### config.mk
export PLATFORM = sky130hd
export DESIGN_NAME = tail_light_seq
export DESIGN_NICKNAME = d
export VERILOG_FILES = /design/src/rtl/tail_light_pkg.sv /design/src/rtl/step_prescaler.sv /design/src/rtl/tail_light_seq.sv
export SDC_FILE = /design/constraint.sdc
export NUM_CORES = 1
export LEC_CHECK = 0
export CAP_MARGIN = 10
export CORE_AREA = 5 5 42 44
export DETAILED_ROUTE_END_ITERATION = 7
export DIE_AREA = 0 0 47 49
export PLACE_DENSITY = 0.69
export SLEW_MARGIN = 20
export SYNTH_ARGS = -nofsm -noshare
export SYNTH_HDL_FRONTEND = slang
export SYNTH_SLANG_ARGS = --single-unit
### constraint.sdc
create_clock -name clk -period 2.99 [get_ports clk]
set_input_delay 0.897 -clock clk [delete_from_list [all_inputs] [get_ports clk]]
set_output_delay 0.897 -clock clk [all_outputs]
set_load 0.03 [all_outputs]
### src/rtl/tail_light_pkg.sv
// Shared types and helpers for the tail-light sequencer.
// Latency: n/a (declarations only).
// Backpressure: n/a.
package tail_light_pkg;

    // Sequencer states. HAZ covers both the hazard input and left+right together.
    typedef enum logic [1:0] {
        IDLE  = 2'd0,
        LEFT  = 2'd1,
        RIGHT = 2'd2,
        HAZ   = 2'd3
    } state_e;

    // Widest lamp bank the sequencer supports.
    localparam int MAX_LAMPS = 16;

    // Cumulative inside-out sweep: step k < lamps lights bits [k:0].
    // Step == lamps is the dark step, so the mask is all zero.
    function automatic logic [MAX_LAMPS-1:0] sweep_mask(input int step, input int lamps);
        logic [MAX_LAMPS-1:0] m;
        m = '0;
        for (int i = 0; i < MAX_LAMPS; i++) begin
            m[i] = (i <= step) && (step < lamps);
        end
        return m;
    endfunction

endpackage

### src/rtl/step_prescaler.sv
// Step-period prescaler: pulses tick once every DIV enabled cycles.
// Latency: tick is combinational from the count register; clear takes effect next cycle.
// Backpressure: none; counting is gated only by en, and clear overrides en.
// Ports: clk, reset (sync, active-high), clear (restart count at 0),
//        en (count this cycle), tick (last cycle of the current period).
module step_prescaler #(
    parameter int DIV = 1
) (
    input  logic clk,
    input  logic reset,
    input  logic clear,
    input  logic en,
    output logic tick
);

    // DIV=1 would give a zero-width counter; keep one bit that simply stays 0.
    localparam int            CW   = (DIV > 1) ? $clog2(DIV) : 1;
    localparam logic [CW-1:0] LAST = CW'(DIV - 1);

    logic [CW-1:0] cnt_q, cnt_d;

    assign tick = en && (cnt_q == LAST);

    always_comb begin
        cnt_d = cnt_q;
        if (clear) begin
            cnt_d = '0;
        end else if (en) begin
            cnt_d = tick ? '0 : cnt_q + 1'b1;
        end
    end

    always_ff @(posedge clk) begin
        if (reset) begin
            cnt_q <= '0;
        end else begin
            cnt_q <= cnt_d;
        end
    end

endmodule

### src/rtl/tail_light_seq.sv
// Tail-light sequencer: cumulative turn sweep per side, hazard flash, brake overlay.
// Latency: 1 clock from any input (requests and brake) to the lamp outputs.
// Backpressure: none; level inputs are sampled every cycle.
// Ports: clk, reset (sync, active-high); left/right/hazard/brake level requests;
//        l_lamps/r_lamps (bit 0 innermost); busy (sequencer not idle).
module tail_light_seq
    import tail_light_pkg::*;
#(
    parameter int LAMPS = 3,
    parameter int DIV   = 1
) (
    input  logic             clk,
    input  logic             reset,
    input  logic             left,
    input  logic             right,
    input  logic             hazard,
    input  logic             brake,
    output logic [LAMPS-1:0] l_lamps,
    output logic [LAMPS-1:0] r_lamps,
    output logic             busy
);

    localparam int               SW     = $clog2(LAMPS + 1);
    localparam logic [SW-1:0]    DARK   = SW'(LAMPS);
    localparam logic [LAMPS-1:0] ALL_ON = '1;

    state_e           state_q, state_d;
    logic [SW-1:0]    step_q, step_d;
    logic             brake_q;
    logic             tick;
    logic             presc_clear;
    logic             presc_en;
    logic [LAMPS-1:0] sweep;
    logic [LAMPS-1:0] brake_pat;
    logic [LAMPS-1:0] haz_pat;

    // Every state change restarts the period, so a new pattern is always held
    // for a full DIV cycles. LEFT->LEFT restarts wrap the counter naturally.
    assign presc_en    = (state_q != IDLE);
    assign presc_clear = (state_d != state_q);

    step_prescaler #(
        .DIV (DIV)
    ) u_presc (
        .clk   (clk),
        .reset (reset),
        .clear (presc_clear),
        .en    (presc_en),
        .tick  (tick)
    );

    always_ff @(posedge clk) begin
        if (reset) begin
            state_q <= IDLE;
            step_q  <= '0;
            brake_q <= 1'b0;
        end else begin
            state_q <= state_d;
            step_q  <= step_d;
            brake_q <= brake;
        end
    end

    always_comb begin
        state_d = state_q;
        step_d  = step_q;
        case (state_q)
            IDLE: begin
                step_d = '0;
                if (hazard || (left && right)) begin
                    state_d = HAZ;
                end else if (left) begin
                    state_d = LEFT;
                end else if (right) begin
                    state_d = RIGHT;
                end
            end
            LEFT, RIGHT: begin
                // Only hazard interrupts a sweep; direction changes wait for the
                // dark step and are then picked up again from IDLE.
                if (hazard) begin
                    state_d = HAZ;
                    step_d  = '0;
                end else if (tick) begin
                    if (step_q == DARK) begin
                        step_d = '0;
                        if (!((state_q == LEFT) ? left : right)) begin
                            state_d = IDLE;
                        end
                    end else begin
                        step_d = step_q + 1'b1;
                    end
                end
            end
            HAZ: begin
                // Step 0 is the ON phase, step 1 the OFF phase; exit only after OFF.
                if (tick) begin
                    if (step_q != '0) begin
                        step_d = '0;
                        if (!(hazard || (left && right))) begin
                            state_d = IDLE;
                        end
                    end else begin
                        step_d = SW'(1);
                    end
                end
            end
            default: begin
                state_d = IDLE;
                step_d  = '0;
            end
        endcase
    end

    // Outputs decode registered state only, so inputs never reach lamps combinationally.
    always_comb begin
        sweep     = LAMPS'(sweep_mask(int'(step_q), LAMPS));
        brake_pat = brake_q ? ALL_ON : '0;
        haz_pat   = (step_q == '0) ? ALL_ON : '0;
        l_lamps   = '0;
        r_lamps   = '0;
        case (state_q)
            IDLE: begin
                l_lamps = brake_pat;
                r_lamps = brake_pat;
            end
            LEFT: begin
                l_lamps = sweep;
                r_lamps = brake_pat;
            end
            RIGHT: begin
                l_lamps = brake_pat;
                r_lamps = sweep;
            end
            HAZ: begin
                l_lamps = haz_pat;
                r_lamps = haz_pat;
            end
            default: begin
                l_lamps = '0;
                r_lamps = '0;
            end
        endcase
    end

    assign busy = (state_q != IDLE);

endmodule

**Word level (Yosys, flattened, before mapping)**

Cells that the tools add are included.

- Flip-flop bits (word level): 6
- Word-level logic and storage cells: 54
- Output and inout port bits: 7
- Bits of input ports: 6

- Add/subtract/negate cells: 2
- Equality and inequality tests: 7
- Multiplexer cells: 23
- Reductions and logical operators: 14
- Bitwise logic cells: 1
- $lt $le $gt $ge: 3

Operators by type and width:

| operator | number |
|---|---|
| 2-to-1 mux 2 bit | 14 |
| one-hot mux 3 bit (3 select lines) | 2 |
| one-hot mux 2 bit (3 select lines) | 2 |
| OR reduction 2 bit | 4 |
| equality test 2 bit, second input constant | 3 |
| 2-to-1 mux 3 bit | 2 |
| logical AND 1 bit | 4 |
| logical NOT 2 bit | 2 |
| nonzero test 2 bit | 2 |
| 2-to-1 mux 1 bit | 3 |
| != test 3 x 2 -> 1 bit, second input constant | 1 |
| adder 2 x 1 -> 2 bit, second input constant | 1 |
| equality test 2 x 1 -> 1 bit, second input constant | 1 |
| less-or-equal comparator 1 x 2 -> 1 bit, first input constant | 1 |
| less-or-equal comparator 2 bit, first input constant | 1 |
| less-than comparator 2 bit, second input constant | 1 |
| != test 2 x 1 -> 1 bit, second input constant | 1 |
| != test 2 bit | 1 |
| AND reduction 2 bit | 1 |
| adder 1 bit, second input constant | 1 |
| logical OR 1 bit | 1 |
| NOT 1 bit | 1 |

**Depth between registers and ports, before layout**

Gate-level depths: netlist of run 1.

- Depth in word-level cells: 9
- Depth in mapped cells: 7
- Depth with buffers taken out: 6

**Cells and area by module**

Synthesis of run 1 repeated with hierarchy kept, for this count alone.

- Cells, all modules: 77
- Area total of the unflattened synthesis: 584.3 um^2

By module, submodules not included:

| module | times used | area each (um^2) | sequential area each (um^2) | cells each |
|---|---|---|---|---|
| tail_light_seq | 1 | 543.0 | 100.1 | 74 |
| step_prescaler | 1 | 41.3 | 20.0 | 3 |

**Worst setup path before layout of run 1**

No wires, ideal clock.

- Path kind: register to output
- Start point: register state_q[0]
- End point: output port r_lamps[0]
- Path slack: 721 ps
- Arrival time: 1,372 ps
- Required time: 2,093 ps
- Cell stages (with the launch flop): 5
- Buffers on the path: 0
- Cell sequence: dfxtp_1 inv_2 ha_1 inv_1 o21ai_0

- Word-level cells in the longest chain between the ends: 3
- Elaborated cells on any way between the ends: 6
- Those cells by class: 3 x eq/ne; 1 x mux; 2 x reduce/logical

RTL lines:

| what | RTL line | RTL |
|---|---|---|
| start, declared | tail_light_seq.sv:27 | `state_e state_q, state_d;` |
| start signal, assigned | tail_light_seq.sv:58 | `state_q <= state_d;` |
| equality test 2 x 1 -> 1 bit / logical NOT 2 bit (equally long branches) | tail_light_seq.sv:122 | `case (state_q)` |
| OR reduction 2 bit (no source line) | n/a |  |
| one-hot mux 3 bit (3 select lines) * | tail_light_seq.sv:122 |  |
| end, declared | tail_light_seq.sv:19 | `output logic [LAMPS-1:0] r_lamps,` |

Every way passes the cells marked *; elsewhere a longest branch is shown, timed or not.

**Worst setup path after layout of run 1**

- Start point: register state_q[0]
- End point: output port busy

- Word-level cells in the longest chain between the ends: 1

RTL lines:

| what | RTL line | RTL |
|---|---|---|
| nonzero test 2 bit | tail_light_seq.sv:146 | `assign busy = (state_q != IDLE);` |
| end, declared | tail_light_seq.sv:20 | `output logic busy` |

No other way between the ends.

==> reports/results.ini, run 1 <==
[yosys]
synth.area.top_cells=dfxtp_1 (22%), ha_1 (18%), nand2_1 (6.1%), a21oi_1 (4.5%), a21o_1 (4.1%)
yosysUniqueCellTypes=27
ys_ff_latch=6
syn_area_um2=550.5
synth_top_flop_cell=dfxtp_1
synth_edf_count=0
yosysSeqAreaShare_pct=21.82
synth_fp_nets=80
yosysMostFrequentCell=nand2_1
yosys_warnings=0
async_flop_share_pct=0
yosysTopAreaCellShare_pct=21.82
synthesis.instances=66
synth_top_cell_by_area=dfxtp_1
synthTopCellsByCount=nand2_1 (9), ha_1 (8), dfxtp_1 (6), a21oi_1 (5)
avgSynthCellArea_um2=8.341

[timing]
setup_viol=0
post-route-period-util_pct=95.52
relSlewSlack_pct=75.92
clock.fmax_ghz=0.3501
final_max_slew_viol_count=0
fin_ws_ps=134.0
rsz0062_at_grt=false
fin_crit_ps=2856
finalHoldViolCount=0
final.setup_skew_ps=0.2640
worstMarginPinSlew_ps=352.1
setup_tns_ps=0

[die]
die_h_um=49
die_w_um=47
die_area_mm2=0.002303
core_mm2=0.001401
row_count=14
initial_utilization_pct=39.29
num_io_pins=13

[grt]
antenna_found_initial=0
grt_overflow=0
grt_use_total_pct=11.55
grt_pass1_wl_mm=2.021
grt_max_degree=9
grt_pass1_vias=503

[place]
place_area_um2=690.7
port_buffers=12
placedCellCount=94
place_ws_ps=214.3
gp_congestion=0.7972
hpwlAfterDp_um=982.1

[route]
post_drt_wl_per_cell_um=11.91
antenna_left=0
drc=0
routed_via_density=5.340
vias=518
totalWireLength_mm=1.155
drtIter0Drc=8
dr.pass1.iters=4

[outcome]
status=completed

[cells_and_area]
final_util_pct=51.07
fill_cells=141
instances_no_fill=97
nets=97
final_area_um2=715.7
drive_gt1_share_pct=17.28
area_delta_synth_final_pct=30.00
diodes=0

[power]
powerDensity_mw_per_mm2=794.5
peakVddDrop_uv=427.5
leakagePower_nw=0.3446

[clocking]
htreeDepth=1
path_clk_slew_ps=40
cts_made_buffers=3
max-clock-path-buffers=2
clk_latency_ps=230
cts.sinks=6
cts-root-buf=clkbuf_4
cts_tree=done

[critical_path]
regToRegSetupSlack_ps=1320
reg2reg_depth=7
rr_startpoint=state_q[0]
worstPathMaxFanout=8
worstSetupPathType=reg2out
cp-end-kind=primary output
critPathArrivalTime_ps=1960
worstPathRequired_ps=2090
cp-start-kind=flip-flop
r2r_end=u_presc.cnt_q

[hold_path]
hp-class=reg2reg
worstHoldEndpoint=u_presc.cnt_q
hold_depth=2
hp-start=u_presc.cnt_q

[flow_run]
drv_cap=0

-- metrics by stage --
step	total power [mW]	hold WS, ps
global placement	0.5217	508.8
floorplan	0.3957	474.4
detailed placement	0.5214	508.8
CTS	0.5767	513.0
global route	0.6151	529.5
finish	0.5686	516.0
-- flip-flops by register name, indices dropped and copies added, names as in the netlist --
| name | flops |
|---|---|
| step_q | 2 |
| u_presc.cnt_q | 1 |
| state_q | 2 |
| brake_q | 1 |
-- routing by layer --
metal	GRT usage [%]	share of wire, %	up-vias
met4	8.295	0	0
li1	-	-	268
met2	18.33	54	6
met3	1.107	1.7	0
met1	13.63	44	244
met5	0	0	-
-- worst max-delay path: stages, from the launching register on --
cell	delay [ps]
dfxtp_1	470
inv_2	100
ha_1	220
buf_4	160
inv_2	100
clkdlybuf4s50_1	680
-- repair_timing --
action	4_1_cts	5_1_grt
setup endpoints to repair	4	2
hold buffers	0	0
setup buffers	0	0
gates resized for setup	4	3
hold endpoints to repair	0	0
-- where the power goes --
part	total (mW)	switching [mW]	internal, mW	leakage [nW]
registers	0.119	0.0235	0.0951	0.0493
logic	0.382	0.229	0.152	0.282
clock network	0.0681	0.0231	0.0450	0.0138
total	0.569	0.276	0.292	0.345
-- area by class of cell --
type | count | area (um2) | share of cell area [%]
Timing Repair Buffer | 13 | 127.6 | 17.83
Multi-Input combinational cell | 52 | 399.1 | 55.77
Sequential cell | 6 | 120.1 | 16.78
Clock buffer | 3 | 22.52 | 3.147
Tap cell | 16 | 20.02 | 2.797
Inverter | 7 | 26.28 | 3.671
-- worst max path at each step --
| stage | start | endpoint | slack (ps) | cells past startpoint |
|---|---|---|---|---|
| after CTS | state_q[0] | r_lamps[1] | 20 | 5 |
| final | state_q[0] | busy | 130 | 5 |
| after global routing | state_q[0] | busy | 50 | 5 |
| after floorplan | state_q[0] | r_lamps[0] | 720 | 4 |
| after global placement | state_q[0] | r_lamps[0] | 230 | 5 |
| after detailed placement | state_q[0] | r_lamps[0] | 210 | 5 |
-- cells by family (layout without fill, tap and decap cells) --
kind of cell,after synthesis,in the layout,synth area share [%]
adders and majority gates,8,8,18.18
buffers and inverters,8,23,6.136
muxes,2,2,3.637
AOI/OAI and AO/OA,20,20,31.36
and+or+nand+nor,22,22,18.86
DFF,6,6,21.82
-- cells in the final DEF (no fill, tap or decap), types with 2 or more instances in the layout --
cell             instances
inv_1                    4
dlymetal6s2s_1           2
a21oi_1                  5
ha_1                     7
a221oi_1                 2
mux2i_1                  2
nor2_1                   4
dfxtp_1                  6
clkbuf_4                 3
o21ai_0                  2
nor2b_1                  2
nor3_1                   2
dlygate4sd2_1            4
nand2_1                  9
clkdlybuf4s50_1          6
a21o_1                   3
inv_2                    3
Power figures use the tool's default switching activity.
==> run 2: changes to the inputs <==
--- a/config.mk
+++ b/config.mk
@@ -6,10 +6,10 @@
 export NUM_CORES = 1
 export LEC_CHECK = 0
 export CAP_MARGIN = 10
-export CORE_AREA = 5 5 42 44
+export CORE_MARGIN = 5
+export CORE_UTILIZATION = 40
 export DETAILED_ROUTE_END_ITERATION = 7
-export DIE_AREA = 0 0 47 49
-export PLACE_DENSITY = 0.69
+export PLACE_DENSITY = 0.67
 export SLEW_MARGIN = 20
 export SYNTH_ARGS = -nofsm -noshare
 export SYNTH_HDL_FRONTEND = slang
==> run 2 against run 1 <==
Hold slack better by 2.8 ps. Combinational power about the same. Die area down 3.7%. Clock-buffer cell count unchanged. Worst setup slack better by 3.4 ps. Fmax up 0.12%. Clock skew up 8.4 ps. Sequential share of layout area up 0.29 points. Non-clock buffer count unchanged. Register-to-register slack better by 50 ps.
==> reports/results.ini, run 2 (synthesis results as in run 1) <==
[place]
port_buffers=12
place_ws_ps=219.1
placedCellCount=93
hpwlAfterDp_um=939.7
gp_congestion=0.8786

[critical_path]
cp-start-kind=flip-flop
worstSetupPathType=reg2out
worstPathRequired_ps=2090
crit_top_cell=nand2_1
worstPathMaxFanout=7
critPathArrivalTime_ps=1960
cpPeakStageDelay_ps=660
cpMaxStageDelayCell=clkdlybuf4s50_1
crit_chain=ha_1 -> nand2_1 -> a21boi_1 -> nand2_1 -> clkdlybuf4s50_1
cp-end-kind=primary output

[flow_run]
drv_cap=0

[timing]
worstMarginPinSlew_ps=354.9
rsz0062_at_grt=false
clock.fmax_ghz=0.3506
final_max_slew_viol_count=0
relSlewSlack_pct=75.73
setup_viol=0
setup_tns_ps=0
fin_ws_ps=137.4
fin_crit_ps=2853
finalHoldViolCount=0
post-route-period-util_pct=95.40
final.setup_skew_ps=8.689

[grt]
grt_pass1_wl_mm=2.035
antenna_found_initial=0
grt_overflow=0
grt_use_total_pct=12.96
grt_pass1_vias=483
grt_max_degree=9

[route]
routed_via_density=5.563
drt-met1-wl_um=553
antenna_left=0
totalWireLength_mm=1.184
post_drt_wl_per_cell_um=12.33
dr.max_layer_used=met4
drc=0
wl_met2_um=548
dr.pass1.iters=4
met3_length_um=71
vias=534
drtIter0Drc=14

[die]
num_io_pins=13
row_count=13
die_h_um=47.10
initial_utilization_pct=42.31
die_area_mm2=0.002218
die_w_um=47.10
core_mm2=0.001301

[clocking]
cts-root-buf=clkbuf_4
htreeDepth=1
postCtsHoldBufs=0
clk_latency_ps=250
cts_made_buffers=3
max-clock-path-buffers=2
cts.sinks=6
path_clk_slew_ps=50
cts_tree=done

[power]
p_switching_mw=0.2822
swShare_pct=48.90
powerDensity_mw_per_mm2=812.1
peakVddDrop_uv=415.2
leakagePower_nw=0.3293
power_frac_clock_pct=12.9
internal_power_mw=0.2949
pwr-share-comb_pct=66.5
seqPwrFrac_pct=20.6

[hold_path]
hp-class=reg2reg

[cells_and_area]
drive_gt1_share_pct=17.28
nets=97
layout_commonest_cell=nand2_1
most-common-layout-cells=nand2_1 (9), ha_1 (8), clkdlybuf4s50_1 (7)
diodes=0
reg_top3=state_q x2, step_q x2
area_delta_synth_final_pct=29.09
instances_no_fill=96

[outcome]
status=completed

## run 2: worst max-delay path, delay by kind of cell (launching register included)
family	cells	cell delay [ps]
AND/OR/NAND/NOR	2	160
flip-flops	1	450
AO/OA/AOI/OAI	1	150
adder cells (fa/ha/maj)	1	290
buffers and inverters	1	660
## run 2: worst paths after layout
check                      from       endpoint  slack, ps  cells after the start
setup / recovery     state_q[1]     r_lamps[2]        140                      5
hold / removal    u_presc.cnt_q  u_presc.cnt_q        520                      2
setup reg to reg     state_q[1]  u_presc.cnt_q       1370                      7
hold reg to reg   u_presc.cnt_q  u_presc.cnt_q        520                      2
## run 2: power groups by stage
stage,logic [mW],clock network [mW],registers (mW)
2_1_floorplan,0.282,0,0.114
3_3_place_gp,0.404,0,0.119
3_5_place_dp,0.399,0,0.119
4_1_cts,0.385,0.0769,0.117
5_1_grt,0.421,0.0835,0.122
6_report,0.384,0.0744,0.119
## run 2: final cells by class
| cell class | instances | area (um2) |
|---|---|---|
| flip-flops and latches | 6 | 121.4 |
| multi-input cells | 52 | 396.6 |
| inverters | 7 | 26.28 |
| well taps | 15 | 18.77 |
| clock buffers | 3 | 22.52 |
| fillers | 141 | 590.6 |
| repair buffers | 13 | 125.1 |
## run 2: metrics by stage
stage	hold slack (ps)	utilization, %	total power [mW]	area [um2]
floorplan	474.4	-	0.3957	550.5
global placement	512.3	52.98	0.5229	689.4
detailed placement	513.5	52.98	0.5185	689.4
CTS	520.6	54.33	0.5795	706.9
global route	568.2	54.62	0.6262	710.7
finish	518.8	54.62	0.5771	710.7
## run 2: routing by layer
layer	up-vias	global-route usage [%]
met1	246	18.04
met5	-	0
met4	0	3.315
met2	18	18.97
met3	2	4.598
li1	268	-
## run 2: timing repair
item / 4_1_cts / 5_1_grt
buffers inserted: 0 / 0
pin swaps: 0 / 0
resized for setup: 4 / 3
endpoints found under the setup margin: 4 / 3
==> run 3: changes to the inputs <==
--- a/config.mk
+++ b/config.mk
@@ -6,7 +6,7 @@
 export NUM_CORES = 1
 export LEC_CHECK = 0
 export CAP_MARGIN = 10
-export CORE_MARGIN = 5
+export CORE_MARGIN = 2
 export CORE_UTILIZATION = 40
 export DETAILED_ROUTE_END_ITERATION = 7
 export PLACE_DENSITY = 0.67
==> run 3 against run 2 <==
Core utilization grew 0.096 points. Sequential power is essentially flat. Clock skew shrank 2.6 ps.
==> reports/results.ini, run 3 (synthesis results as in run 1) <==
[outcome]
status=completed

[clocking]
cts.sinks=6
path_clk_slew_ps=50
clk_latency_ps=240
cts-root-buf=clkbuf_4
postCtsHoldBufs=0
max-clock-path-buffers=2
htreeDepth=1
cts_tree=done
cts_made_buffers=3
post_cts_buffers=0

[grt]
grt_overflow=0
grt_pass1_wl_mm=1.821
antenna_found_initial=0
grt_pass1_vias=433
grt_use_total_pct=16.59
grt_max_degree=9

[critical_path]
cpMaxStageDelayCell=clkdlybuf4s50_1
cp-start-kind=flip-flop
cp.buffers_inverters=4
crit_chain=inv_2 -> ha_1 -> buf_4 -> inv_2 -> clkdlybuf4s50_1
cp-end-kind=primary output
worstPathRequired_ps=2090
cp_top_family=buffers and inverters
critPathArrivalTime_ps=1990
worstSetupPathType=reg2out
worstPathMaxFanout=8
crit_top_cell=inv_2
cpPeakStageDelay_ps=680

[cells_and_area]
diodes=0
drive_gt1_share_pct=16.05
nets=97
reg_top3=state_q x2, step_q x2
instances_no_fill=96
area_delta_synth_final_pct=29.32
most-common-layout-cells=nand2_1 (9), ha_1 (8), dfxtp_1 (6), clkdlybuf4s50_1 (6), a21oi_1 (5)
layout_commonest_cell=nand2_1
fill_cells=129

[place]
placedCellCount=93
place_ws_ps=210.5
gp_congestion=0.7502
port_buffers=12
hpwlAfterDp_um=969.1

[timing]
final.setup_skew_ps=6.135
fin_ws_ps=98.18
setup_tns_ps=0
fin_crit_ps=2892
setup_viol=0
final_max_slew_viol_count=0
post-route-period-util_pct=96.72
relSlewSlack_pct=76.41
rsz0062_at_grt=false
finalHoldViolCount=0
clock.fmax_ghz=0.3458
worstMarginPinSlew_ps=344.9

[route]
totalWireLength_mm=1.181
dr.pass1.iters=4
routed_via_density=5.260
drtIter0Drc=24
vias=505
antenna_left=0
drc=0
post_drt_wl_per_cell_um=12.30

[die]
initial_utilization_pct=42.31
die_h_um=41.10
core_mm2=0.001301
die_area_mm2=0.001689
die_w_um=41.10
row_count=13
num_io_pins=13

[power]
peakVddDrop_uv=327.4
powerDensity_mw_per_mm2=805.7
leakagePower_nw=0.3470
p_total_mw=0.5736

[flow_run]
drv_cap=0

[hold_path]
hp-class=reg2reg

==> run 3: cell count changes in the layout (fill, tap and decap cells not counted) <==
| cell | previous run | this run |
|---|---|---|
| dfxtp_1 | 5 | 6 |
| dlymetal6s2s_1 | 1 | 2 |
| clkdlybuf4s50_1 | 7 | 6 |
| dfxtp_2 | 1 | 0 |
==> run 3: final cells by class <==
cell class / count / area (um2) / area share (%)
multi-input combinational: 52 / 396.6 / 55.71
timing repair buffer: 13 / 127.6 / 17.93
sequential: 6 / 120.1 / 16.87
inverter: 7 / 26.28 / 3.691
clock buffer: 3 / 22.52 / 3.163
tap: 15 / 18.77 / 2.636
==> run 3: routing by layer <==
metal	wire [um]	share of wire (%)	GRT usage, %	up-vias
met2	596	50	25.00	7
met5	0	0	0	-
li1	-	-	-	269
met3	28	2.4	3.261	2
met1	550	47	21.61	227
met4	6	0.51	9.677	0
==> run 3: worst min-delay path: cells and delay by family, from the launching register on <==
kind	cells	cell delay, ps
AO/OA/AOI/OAI	1	40
flip-flops	1	340
AND/OR/NAND/NOR	1	80
==> run 3: stage by stage <==
| stage | utilization [%] | hold slack [ps] | cell area, um2 |
|---|---|---|---|
| finish | 54.71 | 517.3 | 711.9 |
| global route | 54.71 | 525.2 | 711.9 |
| CTS | 54.33 | 516.5 | 706.9 |
| detailed placement | 52.98 | 508.9 | 689.4 |
| global placement | 52.98 | 510.7 | 689.4 |
| floorplan | - | 474.4 | 550.5 |
==> run 3: repair_timing <==
action,in CTS,in global routing
endpoints found under the hold margin,0,0
pin swaps,0,0
setup endpoints to repair,4,2
gates resized for setup,4,3
==> run 3: path summary, 6_finish.rpt <==
check | start | endpoint | slack [ps] | depth (start not counted)
worst max-delay path | state_q[0] | busy | 100 | 5
worst min-delay path | u_presc.cnt_q | u_presc.cnt_q | 520 | 2
worst max register to register | state_q[0] | u_presc.cnt_q | 1320 | 7
worst min register to register | u_presc.cnt_q | u_presc.cnt_q | 520 | 2
==> run 3: power by group <==
part	switching (mW)	total, mW	internal [mW]
Sequential	0.0229	0.118	0.0950
Combinational	0.231	0.384	0.152
Clock	0.0268	0.0721	0.0452
